[src/rtl/j_seq_pkg.sv]
// Shared types and helpers for the j_MX_cell array sequencer.
// Holds the FSM state enum, the control-bundle width and the sizing functions.
package j_seq_pkg;

    typedef enum logic [2:0] {
        IDLE,
        LOADW,
        STREAM,
        DRAIN,
        DONE
    } seq_state_t;

    // One row's control bundle: {clr[3:0], end[3:0], mac[3:0]}.
    localparam int SKEW_W = 12;

    function automatic int clog2(input int value);
        int r;
        r = 0;
        while ((1 << r) < value) r++;
        return r;
    endfunction

    // Cycles for the last wavefront to leave the bottom-right corner.
    function automatic int drain_len(input int height, input int width);
        return height + width - 1;
    endfunction

endpackage

[src/rtl/j_array_sequencer_row_skew.sv]
// j_row_skew: depth-N delay line for one row's 12-bit control bundle.
// N=0 is a plain wire; otherwise every stage shifts on every clock.
module j_row_skew
    import j_seq_pkg::*;
#(
    parameter int N = 0
) (
    input  logic              clk,
    input  logic              reset,
    input  logic [SKEW_W-1:0] din,
    output logic [SKEW_W-1:0] dout
);

    if (N == 0) begin : g_pass
        logic unused_clk_reset;
        assign unused_clk_reset = clk ^ reset;
        assign dout = din;
    end else begin : g_shift
        logic [SKEW_W-1:0] stage_q [N];

        // NOTE: every stage is reset, not just the output, so an aborted job
        // cannot leave stale control bits marching out after reset.
        always_ff @(posedge clk) begin
            if (reset) begin
                for (int i = 0; i < N; i++) stage_q[i] <= '0;
            end else begin
                stage_q[0] <= din;
                for (int i = 1; i < N; i++) stage_q[i] <= stage_q[i-1];
            end
        end

        assign dout = stage_q[N-1];
    end

endmodule

[src/rtl/j_array_sequencer.sv]
// Job sequencer for the bit-serial j_MX_cell subarray: weight load, vector
// streaming with per-row skew, drain and done. Optional macro: J_SEQ_PERF_CNT_EN.
module j_array_sequencer
    import j_seq_pkg::*;
#(
    parameter int SUBARRAY_WIDTH  = 1,
    parameter int SUBARRAY_HEIGHT = 1,
    parameter int SERIAL_LEN      = 8,
    parameter int W_NVEC          = 16
) (
    input  logic                         clk,
    input  logic                         reset,
    input  logic                         cmd_valid,
    output logic                         cmd_ready,
    input  logic [W_NVEC-1:0]            cmd_nvec,
    input  logic [3:0]                   cmd_lane_mask,
    output logic [SUBARRAY_WIDTH-1:0]    update_w,
    output logic [4*SUBARRAY_HEIGHT-1:0] clr_and_plus_one,
    output logic [4*SUBARRAY_HEIGHT-1:0] serial_end,
    output logic [4*SUBARRAY_HEIGHT-1:0] mac_en,
    output logic                         busy,
`ifdef J_SEQ_PERF_CNT_EN
    output logic [31:0]                  perf_cycles,
    output logic [15:0]                  perf_jobs,
`endif
    output logic                         done
);

    localparam int DRAIN_LEN = drain_len(SUBARRAY_HEIGHT, SUBARRAY_WIDTH);
    localparam int BW        = clog2(SERIAL_LEN);
    localparam int DW        = clog2(DRAIN_LEN + 1);
    localparam logic [BW-1:0] B_LAST = BW'(SERIAL_LEN - 1);
    localparam logic [DW-1:0] D_LAST = DW'(DRAIN_LEN - 1);

    if (SERIAL_LEN < 2 || SERIAL_LEN > 256) begin : g_bad_serial_len
        $error("j_array_sequencer: SERIAL_LEN must be in 2..256");
    end

    seq_state_t        state_q, state_d;
    logic [BW-1:0]     b_q;
    logic [W_NVEC-1:0] v_q;
    logic [DW-1:0]     d_q;
    logic [W_NVEC-1:0] nvec_q;
    logic [3:0]        mask_q;
    logic [3:0]        clr_base, end_base, mac_base;

    logic accept, b_last, v_last, d_last;
    assign accept = cmd_valid && cmd_ready;
    assign b_last = (b_q == B_LAST);
    assign v_last = (v_q == nvec_q - W_NVEC'(1));
    assign d_last = (d_q == D_LAST);

    // NOTE: sequential state uses non-blocking assignment so every register
    // samples the pre-edge values regardless of process ordering.
    always_ff @(posedge clk) begin
        if (reset) state_q <= IDLE;
        else       state_q <= state_d;
    end

    // NOTE: state_d gets a default before the case so no path infers a latch.
    always_comb begin
        state_d = state_q;
        case (state_q)
            IDLE:    if (accept) state_d = LOADW;
            LOADW:   state_d = (nvec_q == '0) ? DRAIN : STREAM;
            STREAM:  if (b_last && v_last) state_d = DRAIN;
            DRAIN:   if (d_last) state_d = DONE;
            DONE:    state_d = IDLE;
            default: state_d = IDLE;
        endcase
    end

    always_ff @(posedge clk) begin
        if (reset) begin
            nvec_q <= '0;
            mask_q <= '0;
            b_q    <= '0;
            v_q    <= '0;
            d_q    <= '0;
        end else begin
            if (accept) begin
                nvec_q <= cmd_nvec;
                mask_q <= cmd_lane_mask;
            end
            // b wraps straight into the next vector: no bubble between vectors.
            if (state_q == STREAM) begin
                if (b_last) begin
                    b_q <= '0;
                    v_q <= v_q + W_NVEC'(1);
                end else begin
                    b_q <= b_q + BW'(1);
                end
            end else begin
                b_q <= '0;
                v_q <= '0;
            end
            d_q <= (state_q == DRAIN) ? d_q + DW'(1) : '0;
        end
    end

    always_comb begin
        cmd_ready = 1'b0;
        busy      = 1'b1;
        done      = 1'b0;
        update_w  = '0;
        clr_base  = '0;
        end_base  = '0;
        mac_base  = '0;
        case (state_q)
            IDLE: begin
                cmd_ready = 1'b1;
                busy      = 1'b0;
            end
            LOADW:  update_w = '1;
            STREAM: begin
                mac_base = mask_q;
                if (b_q == '0) clr_base = mask_q;
                if (b_last)    end_base = mask_q;
            end
            DONE:    done = 1'b1;
            default: ;
        endcase
    end

    logic [SKEW_W-1:0] row_base;
    assign row_base = {clr_base, end_base, mac_base};

    for (genvar j = 0; j < SUBARRAY_HEIGHT; j++) begin : g_row
        logic [SKEW_W-1:0] row_out;

        j_row_skew #(.N(j)) u_skew (
            .clk  (clk),
            .reset(reset),
            .din  (row_base),
            .dout (row_out)
        );

        assign clr_and_plus_one[4*j +: 4] = row_out[11:8];
        assign serial_end[4*j +: 4]       = row_out[7:4];
        assign mac_en[4*j +: 4]           = row_out[3:0];
    end

`ifdef J_SEQ_PERF_CNT_EN
    always_ff @(posedge clk) begin
        if (reset) begin
            perf_cycles <= '0;
            perf_jobs   <= '0;
        end else begin
            if (busy && perf_cycles != '1) perf_cycles <= perf_cycles + 32'd1;
            if (done && perf_jobs != '1)   perf_jobs   <= perf_jobs + 16'd1;
        end
    end
`endif

endmodule

[config.mk]
export PLATFORM = sky130hd
export DESIGN_NAME = j_array_sequencer
export DESIGN_NICKNAME = d
export VERILOG_FILES = /design/src/rtl/j_seq_pkg.sv /design/src/rtl/j_array_sequencer_row_skew.sv /design/src/rtl/j_array_sequencer.sv
export SDC_FILE = /design/constraint.sdc
export NUM_CORES = 1
export LEC_CHECK = 0
export ABC_AREA = 1
export CORE_ASPECT_RATIO = 0.6
export CORE_MARGIN = 2
export CORE_UTILIZATION = 50
export DETAILED_ROUTE_END_ITERATION = 12
export GPL_ROUTABILITY_DRIVEN = 1
export GPL_TIMING_DRIVEN = 0
export PLACE_DENSITY = 0.75
export SLEW_MARGIN = 10
export SYNTH_ARGS = -nofsm -noshare
export SYNTH_HDL_FRONTEND = slang
export SYNTH_SLANG_ARGS = --single-unit
[constraint.sdc]
create_clock -name clk -period 2.3 [get_ports clk]
set_clock_uncertainty 0.2 [all_clocks]
set_input_delay 0.46 -clock clk [delete_from_list [all_inputs] [get_ports clk]]
set_output_delay 0.46 -clock clk [all_outputs]
set_load 0.02 [all_outputs]
Word-level counts from Yosys, hierarchy flattened
Index checks and enable logic that the tools add are counted.

RAM bits: 0. Bits in latches: 0. Bits of input ports: 23. Bits in registers: 43. Logic and storage cells: 44. Bits in read-only memories: 0. Memories: 0. Output and inout port bits: 16.

Divide/modulo/power cells: 0. Reductions and logical operators: 9. Mux-type cells: 14. Bitwise gates (word level): 2. Multiply operators: 0. Add/sub/neg operators: 4. Magnitude comparators: 0. Shift operators: 0. Equality and inequality tests: 9.

Operator list (count): two-way mux 4 bit (5); adder 16 x 1 -> 16 bit (second input constant) (1); equality test 16 bit (1); zero test 16 bit (1); subtractor 16 x 1 -> 16 bit (second input constant) (1); one-hot mux 3 bit (4 select lines) (1); two-way mux 3 bit (3); equality test 3 x 2 -> 1 bit (second input constant) (2); equality test 3 bit (second input constant) (2); zero test 3 bit (2); != test 2 bit (second input constant) (3); two-way mux 1 bit (5); OR reduction 2 bit (2); adder 3 x 1 -> 3 bit (second input constant) (1); equality test 3 x 1 -> 1 bit (second input constant) (1); AND reduction 3 bit (1); OR reduction 3 bit (1); logical AND 1 bit (2); inverter 1 bit (2); adder 1 bit (second input constant) (1).

Longest topological paths before layout
Gate-level depths: netlist of the first run.

Depth after elaboration: 5. Gate-level depth with buffers: 16. Mapped depth without buffers: 16.

Modules after synthesis
A second synthesis of the first run with hierarchy kept.

Cells, all modules: 393. Area, all modules: 2592.5 um^2.

By module, submodules not included: j_array_sequencer (cells an instance 381, seq. area each 860.8 um^2, instances 1, area each 2502.4 um^2); j_row_skew (cells an instance 12, seq. area each 0.0 um^2, instances 1, area each 90.1 um^2).

Worst setup path after synthesis of the first run
No wires, ideal clock.

Kind: register to output. Start: reg b_q[0]. End: out serial_end[0]. Cell stages (with the launch flop): 6. Buffers on the path: 1. Required time: 1.640 ns. Setup slack: 0.291 ns. Arrival time: 1.349 ns. Cells stage by stage: dfxtp_1 ha_1 ha_1 buf_4 inv_1 nor3_1.

Cells in the longest elaborated chain, start to end: 3.

Ends and longest elaborated chain: start: declaration (RTL line j_array_sequencer.sv:40) `logic [BW-1:0] b_q;`; start signal: assignment (RTL line j_array_sequencer.sv:91) `b_q <= b_q + BW'(1);`; equality test 3 bit (RTL line j_array_sequencer.sv:49) `assign b_last = (b_q == B_LAST);`; two-way mux 4 bit (RTL line j_array_sequencer.sv:118) `if (b_last) end_base = mask_q;`; two-way mux 4 bit (RTL line j_array_sequencer.sv:109) `case (state_q)`; end: declaration (RTL line j_array_sequencer.sv:19) `output logic [4*SUBARRAY_HEIGHT-1:0] serial_end,`.

No other way between the ends.

Worst setup path in the final report of the first run
Start: reg b_q[1]. End: reg v_q[14].

Cells in the longest elaborated chain, start to end: 1.

Ends and longest elaborated chain: equality test 3 bit (RTL line j_array_sequencer.sv:49); end signal: assignment (RTL line j_array_sequencer.sv:89) `v_q <= v_q + W_NVEC'(1);`; end: declaration (RTL line j_array_sequencer.sv:41) `logic [W_NVEC-1:0] v_q;`.

No other way between the ends. A chain may end at the register's enable or synchronous reset.

==> results of run 1 <==
-- what timing repair did --
action | 4_1_cts | 5_1_grt
resized for setup | 63 | 30
pin swaps | 0 | 10
buffers inserted | 5 | 10
setup endpoints to repair | 14 | 21
endpoints found under the hold margin | 0 | 0
-- registers in the layout (all words and copies together), names as in the netlist --
name	count
b_q	3
d_q	1
mask_q	4
nvec_q	16
state_q	3
v_q	16
-- kinds of logic (layout without fill, tap and decap cells) --
group	Yosys count	count (layout)
simple gates	202	202
buf+inv	64	122
compound gates	55	55
flops	43	43
xor+xnor	11	11
fa+ha+maj	6	6
-- per-layer routing --
metal  up-vias  track usage, %
li1       1327               -
met4         0            4.97
met3        10            5.89
met5         -               0
met2        85            36.8
met1      1165            35.4
-- worst max-delay path by stage --
| stage | cells past startpoint | slack [ps] | startpoint | endpoint |
|---|---|---|---|---|
| after floorplan | 5 | 290 | b_q[0]$_SDFF_PP0_ | serial_end[0] |
| after detailed placement | 6 | -210 | state_q[1]$_SDFFE_PP0P_ | clr_and_plus_one[1] |
| after global placement | 6 | -190 | state_q[1]$_SDFFE_PP0P_ | clr_and_plus_one[0] |
| after CTS | 7 | -30 | b_q[0]$_SDFF_PP0_ | serial_end[2] |
| final | 14 | 20 | b_q[1]$_SDFF_PP0_ | v_q[14]$_SDFFE_PP0P_ |
| after global routing | 15 | -90 | nvec_q[0]$_SDFFE_PP0P_ | state_q[0]$_SDFFE_PP0P_ |
-- worst max-delay path, cell delays in order, from the launching register on --
cell     delay [ps]
dfxtp_2         360
ha_4            140
ha_4            160
buf_8           120
nand2_4          50
nor3_4          190
nand3_2         140
nor3_4          220
nand2_2         100
nor2_4          130
nand3_2          90
nor2_2          130
nand2_1          60
nand2_1          50
nor2_1           40
-- power groups by stage --
stage                     sequential (uW)  combinational, uW  clock, uW
after floorplan                       946                988          0
after global placement                969               1320          0
after detailed placement              972               1360          0
after CTS                             962               1360        638
after global routing                  977               1600        681
final                                 964               1440        640
-- cell usage in the layout, fill, tap and decap left out, types with 2 or more instances in the layout --
cell type	instances
nor2_4	3
dfxtp_1	40
nand3b_1	3
nand4_1	3
o21ai_0	23
nor3_4	4
nor2_1	46
nand3_2	3
nand3_1	24
inv_2	5
dlymetal6s2s_1	2
xnor2_1	5
clkbuf_8	6
nor3_2	3
nor3_1	12
buf_2	9
ha_1	4
clkbuf_1	5
dfxtp_2	3
nand2_1	86
nand2_2	2
clkdlybuf4s50_1	20
buf_6	4
inv_1	50
nor4_2	2
dlygate4sd2_1	2
buf_4	13
xor2_1	5
ha_4	2
nor2_2	6
a21oi_1	30
-- cell type report --
cell class / count / share of cell area [%]
multi-input combinational: 274 / 45.6
sequential: 43 / 26.7
timing repair buffer: 51 / 14.0
inverter: 56 / 6.60
clock buffer: 6 / 2.55
tap: 63 / 2.43
clock inverter: 2 / 1.08
buffer: 7 / 1.08
-- per-stage QoR --
stage	hold slack (ps)	TNS, ps	instances	instance area (sq um)	setup slack, ps
2_1_floorplan	213	0	381	2500	291
3_3_place_gp	223	-1530	480	2940	-193
3_5_place_dp	248	-1770	480	2940	-213
4_1_cts	268	-26.8	493	3090	-26.8
5_1_grt	282	-325	502	3240	-91.8
6_report	262	0	502	3240	16.6
==> results.py, run 1 <==
metrics = {
    "power_and_ir_drop": {
        "power.share.clock_pct": 21.0,
        "p_leak_uw": 0.00144,
        "power_density_nw_per_um2": 940,
        "combPwrFrac_pct": 47.3,
        "ir_worst_vdd_mv": 0.496,
        "power_uw": 3050,
        "p_sw_uw": 1330,
        "seq_power_share_pct": 31.7,
        "p_sw_share_pct": 43.8,
        "p_int_uw": 1710,
    },
    "floorplanning": {
        "die-width_um": 95.3,
        "initial_core_util_pct": 53.4,
        "row_count": 19,
        "fp.dieH_um": 58.8,
        "core_area_sq_um": 4680,
        "boundaryPins": 39,
        "die_area_sq_um": 5610,
    },
    "yosys": {
        "synth.mux.area_fraction_pct": 0,
        "synth.most_common_cell": "nand2_1",
        "synth_area_leaders": "dfxtp_1 34%, nand2_1 13%, inv_1 7.8%",
        "synthAdderAreaFrac_pct": 3.00,
        "yosysSeqAreaShare_pct": 34.4,
        "synth-edff-count": 0,
        "ys_types": 32,
        "synth_top_area_share_pct": 34.4,
        "synth_compound_area_share_pct": 11.2,
        "yosys.area.top_type": "dfxtp_1",
        "async_flop_share_pct": 0,
        "synth-simple-area-share_pct": 37.3,
        "ys.flop_type": "dfxtp_1",
        "synth_cells": 381,
        "synth_commonest_cells": "86 x nand2_1, 52 x inv_1, 48 x nor2_1",
        "synth_fp_nets": 410,
        "post_synth.cell_area_avg_sq_um": 6.57,
        "post_synth_xor_area_fraction_pct": 4.40,
        "ys_ff_latch": 43,
        "synth_top_family_by_area": "simple AND/OR/NAND/NOR gates",
        "synth_warnings": 0,
        "syn_area_sq_um": 2500,
    },
    "timing": {
        "finalCritPeriodShare_pct": 99.3,
        "fin_crit_ps": 2280,
        "rsz0062_at_grt": "true",
        "final_max_slew_viol_count": 0,
        "relSlewSlack_pct": 67.9,
        "fmax_mhz": 438,
        "setup_viol": 0,
        "hold_violations": 0,
        "max_slew.worst_pin.slew_ps": 481,
    },
    "layout": {
        "multi_input_area_sq_um": 1480,
        "fillers": 419,
        "seq_area_sq_um": 865,
        "final_nets": 467,
        "synthToLayoutAreaGrowth_pct": 29.5,
        "layout-drive-gt1-share_pct": 16.6,
        "utilization_pct": 69.2,
        "num_antenna_cells": 0,
    },
    "setup_path": {
        "cp.arrival_ps": 2300,
        "crit_type": "reg2reg",
        "cp.required_ps": 2310,
        "rr_worst_depth": 14,
        "r2r-start": "b_q[1]$_SDFF_PP0_",
        "worst-path-max-fanout": 3,
        "cp-end-kind": "register",
        "cp-start-kind": "register",
        "r2r_slack_ps": 20,
        "r2r_end": "v_q[14]$_SDFFE_PP0P_",
    },
    "min_path": {
        "hold_class": "reg2reg",
        "whs_path_depth": 1,
        "holdCritStartpoint": "d_q$_SDFF_PP0_",
        "holdPathEnd": "state_q[2]$_SDFFE_PP0P_",
    },
    "grt": {
        "grt_pass1_vias": 2204,
        "grt.total_usage_pct": 24.3,
        "grt_overflow": 0,
        "grt_pass1_wl_um": 10300,
        "antenna_found_initial": 0,
        "grt_max_degree": 14,
    },
    "placed_design": {
        "place.gp.congestion": 0.865,
        "place.detailed.hpwl_um": 4870,
        "portBuffers": 36,
    },
    "detailed_routing": {
        "dr.pass1.iters": 5,
        "vias": 2587,
        "dr.first_iter.drc_count": 136,
        "antenna_left": 0,
        "avgViaCountPerCell": 5.15,
        "drc": 0,
        "wl_met1_um": 3290,
        "highest_layer": "met4",
        "met2_length_um": 2910,
        "routedWlPerCell_um": 13.4,
        "drt_wl_total_um": 6750,
        "wl_met3_um": 480,
    },
    "clock_tree": {
        "cts_root_buffer": "clkbuf_8",
        "clk_pin_slew_ps": 90,
        "cts.sinks": 43,
        "clock_latency_ps": 310,
        "ctsHoldBuffers": 0,
        "cts_buffers": 5,
        "clockBufferDepth": 2,
        "h-tree-depth": 2,
        "cts_tree": "built",
    },
    "job": {
        "drv_cap": 0,
    },
    "status": {
        "status": "completed",
    },
}
Note: power is estimated with default switching activity, not from simulation.
==> run 2: changes to the inputs <==
--- a/config.mk
+++ b/config.mk
@@ -6,14 +6,16 @@
 export NUM_CORES = 1
 export LEC_CHECK = 0
 export ABC_AREA = 1
+export CELL_PAD_IN_SITES_DETAIL_PLACEMENT = 0
+export CELL_PAD_IN_SITES_GLOBAL_PLACEMENT = 2
 export CORE_ASPECT_RATIO = 0.6
-export CORE_MARGIN = 2
-export CORE_UTILIZATION = 50
+export CORE_UTILIZATION = 29
 export DETAILED_ROUTE_END_ITERATION = 12
 export GPL_ROUTABILITY_DRIVEN = 1
 export GPL_TIMING_DRIVEN = 0
-export PLACE_DENSITY = 0.75
+export PLACE_DENSITY_LB_ADDON = 0.1
 export SLEW_MARGIN = 10
 export SYNTH_ARGS = -nofsm -noshare
 export SYNTH_HDL_FRONTEND = slang
 export SYNTH_SLANG_ARGS = --single-unit
+export TNS_END_PERCENT = 20
==> results.py, run 2 (synthesized netlist as in run 1, its figures left out) <==
metrics = {
    "setup_path": {
        "worst-path-stages": 7,
        "crit_family": "buffers and inverters",
        "r2r-start": "b_q[0]$_SDFF_PP0_",
        "critPathBufInv": 4,
        "cp.arrival_ps": 1640,
        "rr_worst_depth": 13,
        "slowest_stage": "dfxtp_2",
        "r2r_slack_ps": 140,
        "cp.required_ps": 1640,
        "worst-path-max-fanout": 6,
        "cp-start-kind": "register",
        "max_stage_delay_ps": 340,
        "cp-startpoint": "b_q[0]$_SDFF_PP0_",
        "worstSetupEndpoint": "serial_end[0]",
        "r2r_end": "v_q[9]$_SDFFE_PP0P_",
        "cp-end-kind": "output pin",
        "crit_chain": "ha_1 -> ha_1 -> buf_6 -> clkinvlp_4 -> buf_4 -> nor3_2 -> buf_4",
        "crit_type": "reg2out",
    },
    "clock_tree": {
        "clockBufferDepth": 2,
        "clk_pin_slew_ps": 60,
        "cts_tree": "built",
        "cts_buffers": 5,
        "cts.sinks": 43,
        "clock_latency_ps": 290,
        "cts_root_buffer": "clkbuf_16",
        "h-tree-depth": 2,
    },
    "detailed_routing": {
        "drc": 0,
        "dr.pass1.iters": 4,
        "routedWlPerCell_um": 13.0,
        "vias": 2438,
        "dr.first_iter.drc_count": 101,
        "antenna_left": 0,
        "avgViaCountPerCell": 4.52,
        "drt_wl_total_um": 7020,
    },
    "placed_design": {
        "portBuffers": 36,
        "placed_cells": 525,
        "place.gp.congestion": 0.774,
        "place.detailed.hpwl_um": 5540,
    },
    "timing": {
        "rsz0062_at_grt": "true",
        "relSlewSlack_pct": 66.1,
        "fin_hold_ws_ps": 216,
        "fmax_mhz": 435,
        "fin_crit_ps": 2300,
        "hold_violations": 0,
        "max_slew.worst_pin.slew_ps": 508,
        "final_max_slew_viol_count": 0,
        "setup_tns_ps": 0,
        "finalCritPeriodShare_pct": 99.8,
        "setup_viol": 0,
    },
    "power_and_ir_drop": {
        "power_density_nw_per_um2": 962,
        "power_uw": 3130,
        "ir_worst_vdd_mv": 0.313,
        "p_leak_uw": 0.00141,
    },
    "layout": {
        "utilization_pct": 40.2,
        "reg_top3": "nvec_q (16), v_q (16), mask_q (4)",
        "synthToLayoutAreaGrowth_pct": 30.1,
        "layout_commonest_cell": "nand2_1",
        "stdcell_count": 539,
        "num_antenna_cells": 0,
        "fillers": 906,
        "layout-drive-gt1-share_pct": 15.1,
        "final_cell_mix": "85 x nand2_1, 48 x inv_1, 45 x nor2_1",
        "final_nets": 459,
    },
    "grt": {
        "grt_overflow": 0,
        "grtUsageMet2_pct": 22.8,
        "antenna_found_initial": 0,
        "grt_pass1_wl_um": 11400,
        "grt_use_met3_pct": 4.14,
        "grt.total_usage_pct": 16.9,
        "gr-usage-met1_pct": 25.6,
        "grt_pass1_vias": 2269,
        "top_usage_layer": "met1",
        "grt_max_degree": 13,
    },
    "floorplanning": {
        "row_count": 25,
        "die_area_sq_um": 9020,
        "boundaryPins": 39,
        "core_area_sq_um": 8100,
        "initial_core_util_pct": 30.9,
        "die-width_um": 122,
        "fp.dieH_um": 74.0,
    },
    "min_path": {
        "hold_class": "reg2reg",
    },
    "job": {
        "drv_cap": 0,
    },
    "status": {
        "status": "completed",
    },
}
-- run 2: area by class of cell --
| cell class | count | area [sq um] | area share, % |
|---|---|---|---|
| buffer | 8 | 46.3 | 1.42 |
| sequential | 43 | 867 | 26.6 |
| clock buffer | 8 | 156 | 4.80 |
| timing repair buffer | 42 | 358 | 11.0 |
| inverter | 56 | 216 | 6.65 |
| multi-input combinational | 274 | 1480 | 45.4 |
| tap | 108 | 135 | 4.15 |
-- run 2: metrics by stage --
step	cell area [sq um]	setup slack, ps
after CTS	3160	-28.7
after global routing	3260	-73.3
after global placement	3000	-239
final	3260	3.66
after detailed placement	3000	-234
after floorplan	2500	291
-- run 2: repair_timing --
action,CTS,global route
setup buffers,3,3
hold buffers,0,0
resized for setup,56,33
pin swaps,0,5
endpoints found under the setup margin,14,20
cloned,0,0
-- run 2: worst min path at each step --
| stage | from | end | slack [ps] | cells past startpoint |
|---|---|---|---|---|
| CTS | d_q$_SDFF_PP0_ | d_q$_SDFF_PP0_ | 240 | 1 |
| detailed placement | d_q$_SDFF_PP0_ | d_q$_SDFF_PP0_ | 230 | 1 |
| finish | b_q[0]$_SDFF_PP0_ | b_q[0]$_SDFF_PP0_ | 220 | 1 |
| global route | b_q[0]$_SDFF_PP0_ | b_q[0]$_SDFF_PP0_ | 230 | 1 |
| floorplan | d_q$_SDFF_PP0_ | d_q$_SDFF_PP0_ | 210 | 1 |
| global placement | d_q$_SDFF_PP0_ | d_q$_SDFF_PP0_ | 230 | 1 |
-- run 2: per-layer routing --
metal	part of all wire [%]	routed length [um]
met5	0	0
met4	1.1	76
met3	4.4	306
met2	38	2690
met1	56	3950
-- run 2: power breakdown --
group          switching, uW  total [uW]  internal, uW  leakage (uW)
Combinational            915        1400           487      0.000984
Sequential               106         968           862      0.000352
Clock                    300         763           463     0.0000772
